===== src/rtl/alu_pkg.sv =====
// Shared definitions for the registered ALU: operation encodings and
// seven-segment constant patterns (active-low, bit order {g,f,e,d,c,b,a}).
package alu_pkg;

    typedef enum logic [2:0] {
        OP_ADD  = 3'b000,
        OP_SUB  = 3'b001,
        OP_AND  = 3'b010,
        OP_OR   = 3'b011,
        OP_XOR  = 3'b100,
        OP_SHL  = 3'b101,
        OP_SHR  = 3'b110,
        OP_PASS = 3'b111
    } alu_op_e;

    localparam logic [6:0] SEG_BLANK = 7'b1111111;
    localparam logic [6:0] SEG_ZERO  = 7'b1000000;

endpackage


===== src/rtl/hex_to_7seg.sv =====
// Hex nibble to active-low seven-segment glyph, {g,f,e,d,c,b,a}, lowercase b/d.
// Only compiled when ALU_SEG_DECODE_EN is defined; the blank build has no decoder.
`ifdef ALU_SEG_DECODE_EN
module hex_to_7seg (
    input  logic [3:0] nibble,
    output logic [6:0] segments
);

    always_comb begin
        segments = 7'b1111111;
        case (nibble)
            4'h0: segments = 7'b1000000;
            4'h1: segments = 7'b1111001;
            4'h2: segments = 7'b0100100;
            4'h3: segments = 7'b0110000;
            4'h4: segments = 7'b0011001;
            4'h5: segments = 7'b0010010;
            4'h6: segments = 7'b0000010;
            4'h7: segments = 7'b1111000;
            4'h8: segments = 7'b0000000;
            4'h9: segments = 7'b0010000;
            4'hA: segments = 7'b0001000;
            4'hB: segments = 7'b0000011;
            4'hC: segments = 7'b1000110;
            4'hD: segments = 7'b0100001;
            4'hE: segments = 7'b0000110;
            default: segments = 7'b0001110;
        endcase
    end

endmodule
`endif


===== src/rtl/alu.sv =====
// Registered 8-op ALU with zero/negative/shift-out/carry/overflow flags and
// two hex display digits; ALU_SEG_DECODE_EN enables the digit decode (else blank).
module alu
    import alu_pkg::*;
#(
    parameter int WIDTH = 8
) (
    input  logic             CLK,
    input  logic             RST_N,
    input  logic [WIDTH-1:0] A,
    input  logic [WIDTH-1:0] B,
    input  logic [2:0]       OP,
    output logic [WIDTH-1:0] Y,
    output logic             ZRO,
    output logic             NEG,
    output logic             SO,
    output logic             CO,
    output logic             OVR,
    output logic [6:0]       Y1_SEGMENTS,
    output logic [6:0]       Y0_SEGMENTS
);

    localparam int MSB = WIDTH - 1;

    logic [WIDTH:0]   sum;
    logic [WIDTH-1:0] y_nxt;
    logic             so_nxt;
    logic             co_nxt;
    logic             ovr_nxt;

    always_comb begin
        sum     = '0;
        y_nxt   = '0;
        so_nxt  = 1'b0;
        co_nxt  = 1'b0;
        ovr_nxt = 1'b0;
        case (OP)
            OP_ADD: begin
                sum     = {1'b0, A} + {1'b0, B};
                y_nxt   = sum[MSB:0];
                co_nxt  = sum[WIDTH];
                ovr_nxt = (A[MSB] == B[MSB]) && (sum[MSB] != A[MSB]);
            end
            OP_SUB: begin
                // Bit WIDTH of the widened difference is the borrow (A < B).
                sum     = {1'b0, A} - {1'b0, B};
                y_nxt   = sum[MSB:0];
                co_nxt  = sum[WIDTH];
                ovr_nxt = (A[MSB] != B[MSB]) && (sum[MSB] != A[MSB]);
            end
            OP_AND: y_nxt = A & B;
            OP_OR:  y_nxt = A | B;
            OP_XOR: y_nxt = A ^ B;
            OP_SHL: begin
                y_nxt  = {A[MSB-1:0], 1'b0};
                so_nxt = A[MSB];
            end
            OP_SHR: begin
                y_nxt  = {1'b0, A[MSB:1]};
                so_nxt = A[0];
            end
            default: y_nxt = A;
        endcase
    end

    always_ff @(posedge CLK) begin
        if (!RST_N) begin
            Y   <= '0;
            ZRO <= 1'b0;
            NEG <= 1'b0;
            SO  <= 1'b0;
            CO  <= 1'b0;
            OVR <= 1'b0;
        end else begin
            Y   <= y_nxt;
            ZRO <= (y_nxt == '0);
            NEG <= y_nxt[MSB];
            SO  <= so_nxt;
            CO  <= co_nxt;
            OVR <= ovr_nxt;
        end
    end

`ifdef ALU_SEG_DECODE_EN
    hex_to_7seg u_seg_hi (
        .nibble   (Y[7:4]),
        .segments (Y1_SEGMENTS)
    );

    hex_to_7seg u_seg_lo (
        .nibble   (Y[3:0]),
        .segments (Y0_SEGMENTS)
    );
`else
    assign Y1_SEGMENTS = SEG_BLANK;
    assign Y0_SEGMENTS = SEG_BLANK;
`endif

endmodule


===== config.mk =====
export PLATFORM = sky130hd
export DESIGN_NAME = alu
export DESIGN_NICKNAME = d
export VERILOG_FILES = /design/src/rtl/alu_pkg.sv /design/src/rtl/hex_to_7seg.sv /design/src/rtl/alu.sv
export SDC_FILE = /design/constraint.sdc
export NUM_CORES = 1
export LEC_CHECK = 0
export BUFFER_PORTS_ARGS = -buffer_cell sky130_fd_sc_hd__buf_2
export CORE_MARGIN = 1
export CORE_UTILIZATION = 50
export DETAILED_ROUTE_END_ITERATION = 10
export HOLD_SLACK_MARGIN = 0.02
export MAX_ROUTING_LAYER = met4
export PLACE_DENSITY = 0.87
export RECOVER_POWER = 25
export SLEW_MARGIN = 25
export SYNTH_ARGS = -nofsm -noshare
export SYNTH_HDL_FRONTEND = slang
export SYNTH_SLANG_ARGS = --single-unit

===== constraint.sdc =====
create_clock -name CLK -period 2.5 [get_ports CLK]
set_clock_uncertainty 0.2 [all_clocks]
set_input_delay 0.125 -clock CLK [delete_from_list [all_inputs] [get_ports CLK]]
set_output_delay 0.125 -clock CLK [all_outputs]
set_load 0.02 [all_outputs]

# Word-level counts from Yosys, hierarchy flattened
# Index checks and enable logic that the tools add are counted.
[op_classes]
eq_ne = 10
n_mux = 4
n_addsub = 2
reduce_logical = 4
bitwise_logic = 3
[op_table]
columns = ["op", "n"]
rows = [
  ["$pmux W8 S7", 1],
  ["$add A8 B8 Y9", 1],
  ["$eq A3 B3 Y1 const B", 3],
  ["$sub A8 B8 Y9", 1],
  ["$and A8 B8 Y8", 1],
  ["$logic_not A8 Y1", 1],
  ["$or A8 B8 Y8", 1],
  ["$xor A8 B8 Y8", 1],
  ["$eq A3 B2 Y1 const B", 2],
  ["$pmux W1 S2", 3],
  ["$eq A3 B1 Y1 const B", 1],
  ["$logic_not A3 Y1", 1],
  ["$ne A1 B1 Y1", 3],
  ["$logic_and A1 B1 Y1", 2],
  ["$eq A1 B1 Y1", 1],
]
[totals]
out_inout_bits = 27
wordCells = 29
reg_bits = 13

# Depth between registers and ports, before layout
# Gate-level depths: netlist of run 1.
[logic_depth]
word_depth = 4
ltp_mapped = 10
depth_no_buf = 10

# Least setup slack after synthesis of run 1
# Ideal clock, no wire load.
[synth_path]
path_type = "input-to-reg"
startpoint = "input port A[0]"
endpoint = "register ZRO"
setup_ps = 88
arrival_ps = 1885
n_path_buf = 0
required_time_ps = 2212
path_stages = 9
path_slack_ps = 327
cell_sequence = "ha_1 -> fa_1 -> a21o_2 -> a211oi_1 -> a31oi_1 -> xnor2_1 -> a211oi_1 -> nand4_1 -> nor4_2"
[synth_via]
elab_chain_len = 3
[synth_rtl]
columns = ["element", "line", "rtl"]
rows = [
  ["start: declaration", "alu.sv:10", "input logic [WIDTH-1:0] A,"],
  ["$sub A8 B8 Y9, or another cell as far along", "alu.sv:46", "sum = {1'b0, A} - {1'b0, B};"],
  ["$pmux W8 S7 *", "alu.sv:37", "case (OP)"],
  ["$logic_not A8 Y1 *", "alu.sv:76", "ZRO <= (y_nxt == '0);"],
  ["end signal: assignment", "alu.sv:76", ""],
  ["end: declaration", "alu.sv:14", "output logic ZRO,"],
]
# Mark *: on every way between the ends. The rest lies on a longest branch, timed or not.
# A chain may end at the register's enable or synchronous reset.

# Final worst setup path of run 1
[layout_path]
startpoint = "input port A[7]"
endpoint = "register ZRO"
# The elaborated chain is that of the path after synthesis.

==> results of run 1 <==
## final cells by class
cell class,instances,area [sq um]
inverter,28,105
timing repair buffer,42,230
fill,317,1400
clock buffer,3,22.5
tap,46,57.6
sequential,12,240
multi-input combinational,192,1340
## state kept, by name (all words and copies together), names as in the netlist
register / count
Y: 8
CO: 1
OVR: 1
SO: 1
ZRO: 1
## cell families after synthesis
| kind of cell | after synthesis |
|---|---|
| mux | 2 |
| compound gates | 69 |
| buf+inv | 53 |
| flops | 12 |
| simple gates | 72 |
| xor+xnor | 9 |
| fa+ha+maj | 26 |
| other cells | 1 |
## Yosys cell counts (2+ instances only)
| library cell | instances | share of area, % |
|---|---|---|
| xnor2_1 | 5 | 2.4 |
| o211ai_1 | 2 | 0.83 |
| fa_1 | 2 | 2.2 |
| buf_4 | 18 | 7.5 |
| a221oi_1 | 4 | 1.9 |
| nor3_1 | 3 | 0.83 |
| a22oi_1 | 2 | 0.83 |
| and3_1 | 3 | 1.0 |
| inv_1 | 27 | 5.6 |
| nand2_1 | 21 | 4.4 |
| buf_2 | 4 | 1.1 |
| a31oi_1 | 5 | 1.7 |
| xor2_1 | 4 | 1.9 |
| o221ai_1 | 2 | 0.97 |
| ha_1 | 24 | 17 |
| dfxtp_1 | 12 | 13 |
| nand2b_1 | 5 | 1.7 |
| o22ai_1 | 4 | 1.4 |
| nor2b_1 | 3 | 1.0 |
| and2_1 | 4 | 1.4 |
| o21bai_1 | 3 | 1.2 |
| nand3_1 | 3 | 0.83 |
| a21oi_1 | 18 | 5.0 |
| nor2_1 | 25 | 5.2 |
| a211oi_1 | 5 | 2.1 |
| o21ai_0 | 10 | 2.8 |
## metal layers
metal / GRT usage [%] / up-vias / part of all wire, %
met5: - / - / 0
met4: 9.88 / 0 / 3.0
met3: 0.735 / 17 / 8.1
met2: 38.0 / 108 / 46
met1: 27.5 / 791 / 43
li1: - / 882 / -
## how the worst max path moves through the flow
stage / endpoint / slack (ns) / start / cells past startpoint
floorplan: ZRO / 0.33 / A[0] / 9
global placement: ZRO / 0.06 / A[0] / 10
detailed placement: ZRO / -0.004 / A[0] / 10
CTS: ZRO / 0.25 / A[7] / 11
global route: ZRO / 0.04 / A[7] / 11
finish: ZRO / 0.21 / A[7] / 11
## power groups by stage
stage | sequential [mW] | combinational, mW | clock (mW)
finish | 0.210 | 0.385 | 0.109
global route | 0.211 | 0.421 | 0.122
CTS | 0.209 | 0.381 | 0.114
detailed placement | 0.214 | 0.378 | 0
global placement | 0.213 | 0.372 | 0
floorplan | 0.234 | 0.277 | 0
## critical path, cell delays in order
cell           delay [ns]
dlygate4sd3_1        0.53
buf_2                0.18
inv_1                0.09
ha_1                 0.17
nand2b_1             0.06
a22oi_1              0.13
o32ai_1              0.13
a211o_1              0.30
o32ai_2              0.28
a21oi_2              0.07
nor4_2               0.19
## per-stage QoR
step	power (mW)	util, %	cell area [sq um]	std cells
after global placement	0.585	57.7	1960	318
after global routing	0.753	58.8	1990	323
final	0.703	58.8	1990	323
after floorplan	0.511	-	1860	257
after CTS	0.705	59.0	2000	323
after detailed placement	0.592	57.7	1960	318
==> flow_summary.toml, run 1 <==
[status]
status = "finished, final reports clean"

[die]
core_area_sq_um = 3390
io_pins = 48
die_y_um = 62.1
initial_core_util_pct = 53.3
core.rowCount = 21
die_x_um = 62.1
die_area_sq_um = 3860

[clock_network]
cts_setup_buffers = 0
cts_tree = "done"
htree_num_levels = 1
cts_resized = 0
holdBufCountCts = 2
cts_made_buffers = 3
cts-root-buf = "clkbuf_4"
clock_sinks = 12
clock_path_buffers = 2
path_clk_slew_ns = 0.06

[pwr]
ir_drop_mv = 0.0965
p_per_area_nw_per_um2 = 353
cell_internal_pwr_mw = 0.409
combinationalPowerShare_pct = 54.7
power.leakage_nw = 0.983
clkPwrFrac_pct = 15.5
seqPwrFrac_pct = 29.8
p_sw_mw = 0.294
p_sw_share_pct = 41.8

[synth]
synthesis.area_sq_um = 1810
synthAdderAreaFrac_pct = 18.8
synth.distinct_cells = 52
ys_seq_elements = 12
synth_compound_area_share_pct = 27.5
synth_cells = 244
post_synth.cell_area_avg_sq_um = 7.40
ys.flop_type = "dfxtp_1"
async_flop_share_pct = 0
synthMuxAreaShare_pct = 1.80
synth_top_family_by_area = "compound AO/OA/AOI/OAI gates"
yosysSeqAreaShare_pct = 13.3
yosysWarnings = 0
yosys.area_share.simple_pct = 18.6
synth_edf_count = 0
synth_xor_area_share_pct = 4.36

[min_path]
worstHoldPathCells = 3
holdCritPathClass = "input pin to flip-flop"
hp-start = "A[2]"
min_to = "Y[2]"

[sta]
drv_slew = 0
fin_crit_ns = 2.29
max_freq_ghz = 0.436
rsz0062_at_grt = "false"
tightestPinTransition_ns = 0.622
setup_ws_ns = 0.205
hold_ws_ns = 0.0631
hold_violations = 0
fin_tns_setup_ns = 0
fin_crit_sh_pct = 91.8
relSlewSlack_pct = 58.2
setup_viol = 0

[critical_path]
path_class = "input pin to flip-flop"
cp-end-kind = "flip-flop"
cp.arrival_ns = 2.28
crit_path_max_fanout = 7
worstPathRequired_ns = 2.48
critPathLaunchType = "input pin"

[detailed_routing]
viasPerCell = 5.57
drtAntennaViolNets = 0
drcViolationCount = 0
wl_mm = 4.15
wire_per_inst_um = 12.8
drtIter0Drc = 138
via_count = 1798
drtPass1Iterations = 7

[global_routing]
antenna_found_initial = 0
grt_max_degree = 27
grt_pass1_vias = 1550
grt_first_pass_wirelength_mm = 6.87
grt_usage_pct = 22.3
overflow = 0

[final_layout]
finalNetCount = 326
syn_to_final_growth_pct = 10.2
final_cell_mix = "inv_1 (27), buf_2 (27), nor2_1 (25), ha_1 (24), nand2_1 (21)"
n_antenna_cell = 0
drive_gt1_share_pct = 17.3

[placed_design]
gp_congestion = 0.931
place.port_buffers = 33
hpwl_mm = 3.36
pre_cts_ws_ns = -0.00437

[run]
maxCapViolCount = 0
Note: power is estimated with default switching activity, not from simulation.
==> inputs of run 2 (changes only) <==
--- a/config.mk
+++ b/config.mk
@@ -12,7 +12,7 @@
 export HOLD_SLACK_MARGIN = 0.02
 export MAX_ROUTING_LAYER = met4
 export PLACE_DENSITY = 0.87
-export RECOVER_POWER = 25
+export RECOVER_POWER = 100
 export SLEW_MARGIN = 25
 export SYNTH_ARGS = -nofsm -noshare
 export SYNTH_HDL_FRONTEND = slang
==> run 2 against run 1 <==
Fmax about the same; worst hold slack better by 0.0096 ns; design area down 1.1%; critical path depth unchanged; via count down 0.56%; combinational power down 2%; clock power about the same; largest cell class unchanged.
==> flow_summary.toml, run 2 (synthesis results as in run 1) <==
[status]
status = "finished, final reports clean"

[min_path]
holdCritPathClass = "input pin to flip-flop"
min_to = "Y[1]"
worstHoldPathCells = 3
hp-start = "A[1]"

[clock_network]
cts-root-buf = "clkbuf_4"
cts_made_buffers = 3
htree_num_levels = 1
cts_tree = "done"
path_clk_slew_ns = 0.06
clock_path_buffers = 2
clock_sinks = 12

[placed_design]
gp_congestion = 0.931
place.port_buffers = 33
dpl.cell_count = 318
hpwl_mm = 3.36

[global_routing]
antenna_found_initial = 0
grt_max_degree = 27
grt_first_pass_wirelength_mm = 6.87
grt_pass1_vias = 1550
overflow = 0
grt_usage_pct = 22.3

[critical_path]
cp-end-kind = "flip-flop"
cp.arrival_ns = 2.28
path_class = "input pin to flip-flop"
crit_path_max_fanout = 7
worstPathRequired_ns = 2.48
critPathLaunchType = "input pin"

[sta]
drv_slew = 0
hold_ws_ns = 0.0727
setup_viol = 0
relSlewSlack_pct = 58.4
fin_crit_sh_pct = 91.9
tightestPinTransition_ns = 0.619
rsz0062_at_grt = "false"
max_freq_ghz = 0.435
fin_crit_ns = 2.30
hold_violations = 0

[run]
maxCapViolCount = 0

[detailed_routing]
viasPerCell = 5.54
drtAntennaViolNets = 0
wl_mm = 4.14
via_count = 1788
drtIter0Drc = 119
drcViolationCount = 0
drtPass1Iterations = 5
wire_per_inst_um = 12.8

[final_layout]
n_antenna_cell = 0
largest_reg_flops = 8
regMostFlops = "Y"
final_cell_mix = "inv_1 (27), nor2_1 (25), ha_1 (24), nand2_1 (21), buf_2 (19)"
layout.cells.non_filler = 323
drive_gt1_share_pct = 13.7
syn_to_final_growth_pct = 9.07
final_common_cell = "inv_1"
finalNetCount = 326

[die]
core_area_sq_um = 3390
die_area_sq_um = 3860
die_y_um = 62.1
initial_core_util_pct = 53.3
io_pins = 48
die_x_um = 62.1
core.rowCount = 21

[pwr]
p_per_area_nw_per_um2 = 353
power.leakage_nw = 0.951
ir_drop_mv = 0.0963
[run 2: changes by cell type in the layout (fill, tap and decap cells not counted)]
cell,previous run,this run
buf_2,27,19
clkbuf_1,6,14
a211oi_1,5,6
a211oi_2,1,0
a311oi_1,0,1
a311oi_2,1,0
[run 2: area by class of cell]
| cell class | instances | area [sq um] |
|---|---|---|
| tap | 46 | 57.6 |
| fill | 328 | 1420 |
| timing repair buffer | 42 | 220 |
| sequential | 12 | 240 |
| multi-input combinational | 192 | 1330 |
| inverter | 28 | 105 |
| clock buffer | 3 | 22.5 |
[run 2: worst max-delay path, cell delays in order]
cell and delay, ns:
dlygate4sd3_1 0.53, buf_2 0.18, inv_1 0.09, ha_1 0.17, nand2b_1 0.06, a22oi_1 0.14
o32ai_1 0.13, a211o_1 0.30, o32ai_2 0.28, a21oi_2 0.07, nor4_2 0.19
[run 2: stage by stage]
stage / power, mW / instance area [sq um] / util (%) / worst slack [ns] / TNS (ns)
2_1_floorplan: 0.511 / 1860 / - / 0.327 / 0
3_3_place_gp: 0.585 / 1960 / 57.7 / 0.0637 / 0
3_5_place_dp: 0.592 / 1960 / 57.7 / -0.00437 / -0.00437
4_1_cts: 0.705 / 2000 / 59.0 / 0.251 / 0
5_1_grt: 0.747 / 1970 / 58.1 / 0.0248 / 0
6_report: 0.697 / 1970 / 58.1 / 0.204 / 0
[run 2: power breakdown]
group          switching [mW]  internal [mW]  leakage [nW]
clock network          0.0522         0.0555        0.0138
logic                   0.236          0.143         0.838
registers             0.00353          0.206        0.0992
[run 2: per-layer routing]
metal,up-vias,GRT usage (%),wire [um]
li1,879,-,-
met5,-,-,0
met4,0,9.88,96
met1,790,27.5,1750
met3,14,0.735,363
met2,105,38.0,1930
[run 2: worst max-delay path by stage]
stage	startpoint	end	slack (ns)	depth (start not counted)
6_report	A[7]	ZRO	0.20	11
5_1_grt	A[1]	ZRO	0.02	10
4_1_cts	A[7]	ZRO	0.25	11
3_5_place_dp	A[0]	ZRO	-0.004	10
3_3_place_gp	A[0]	ZRO	0.06	10
2_1_floorplan	A[0]	ZRO	0.33	9
[run 2: timing repair]
action	in CTS	in global routing
hold endpoints to repair	6	0
resized for setup	0	0
hold buffers	2	0
setup buffers	0	0
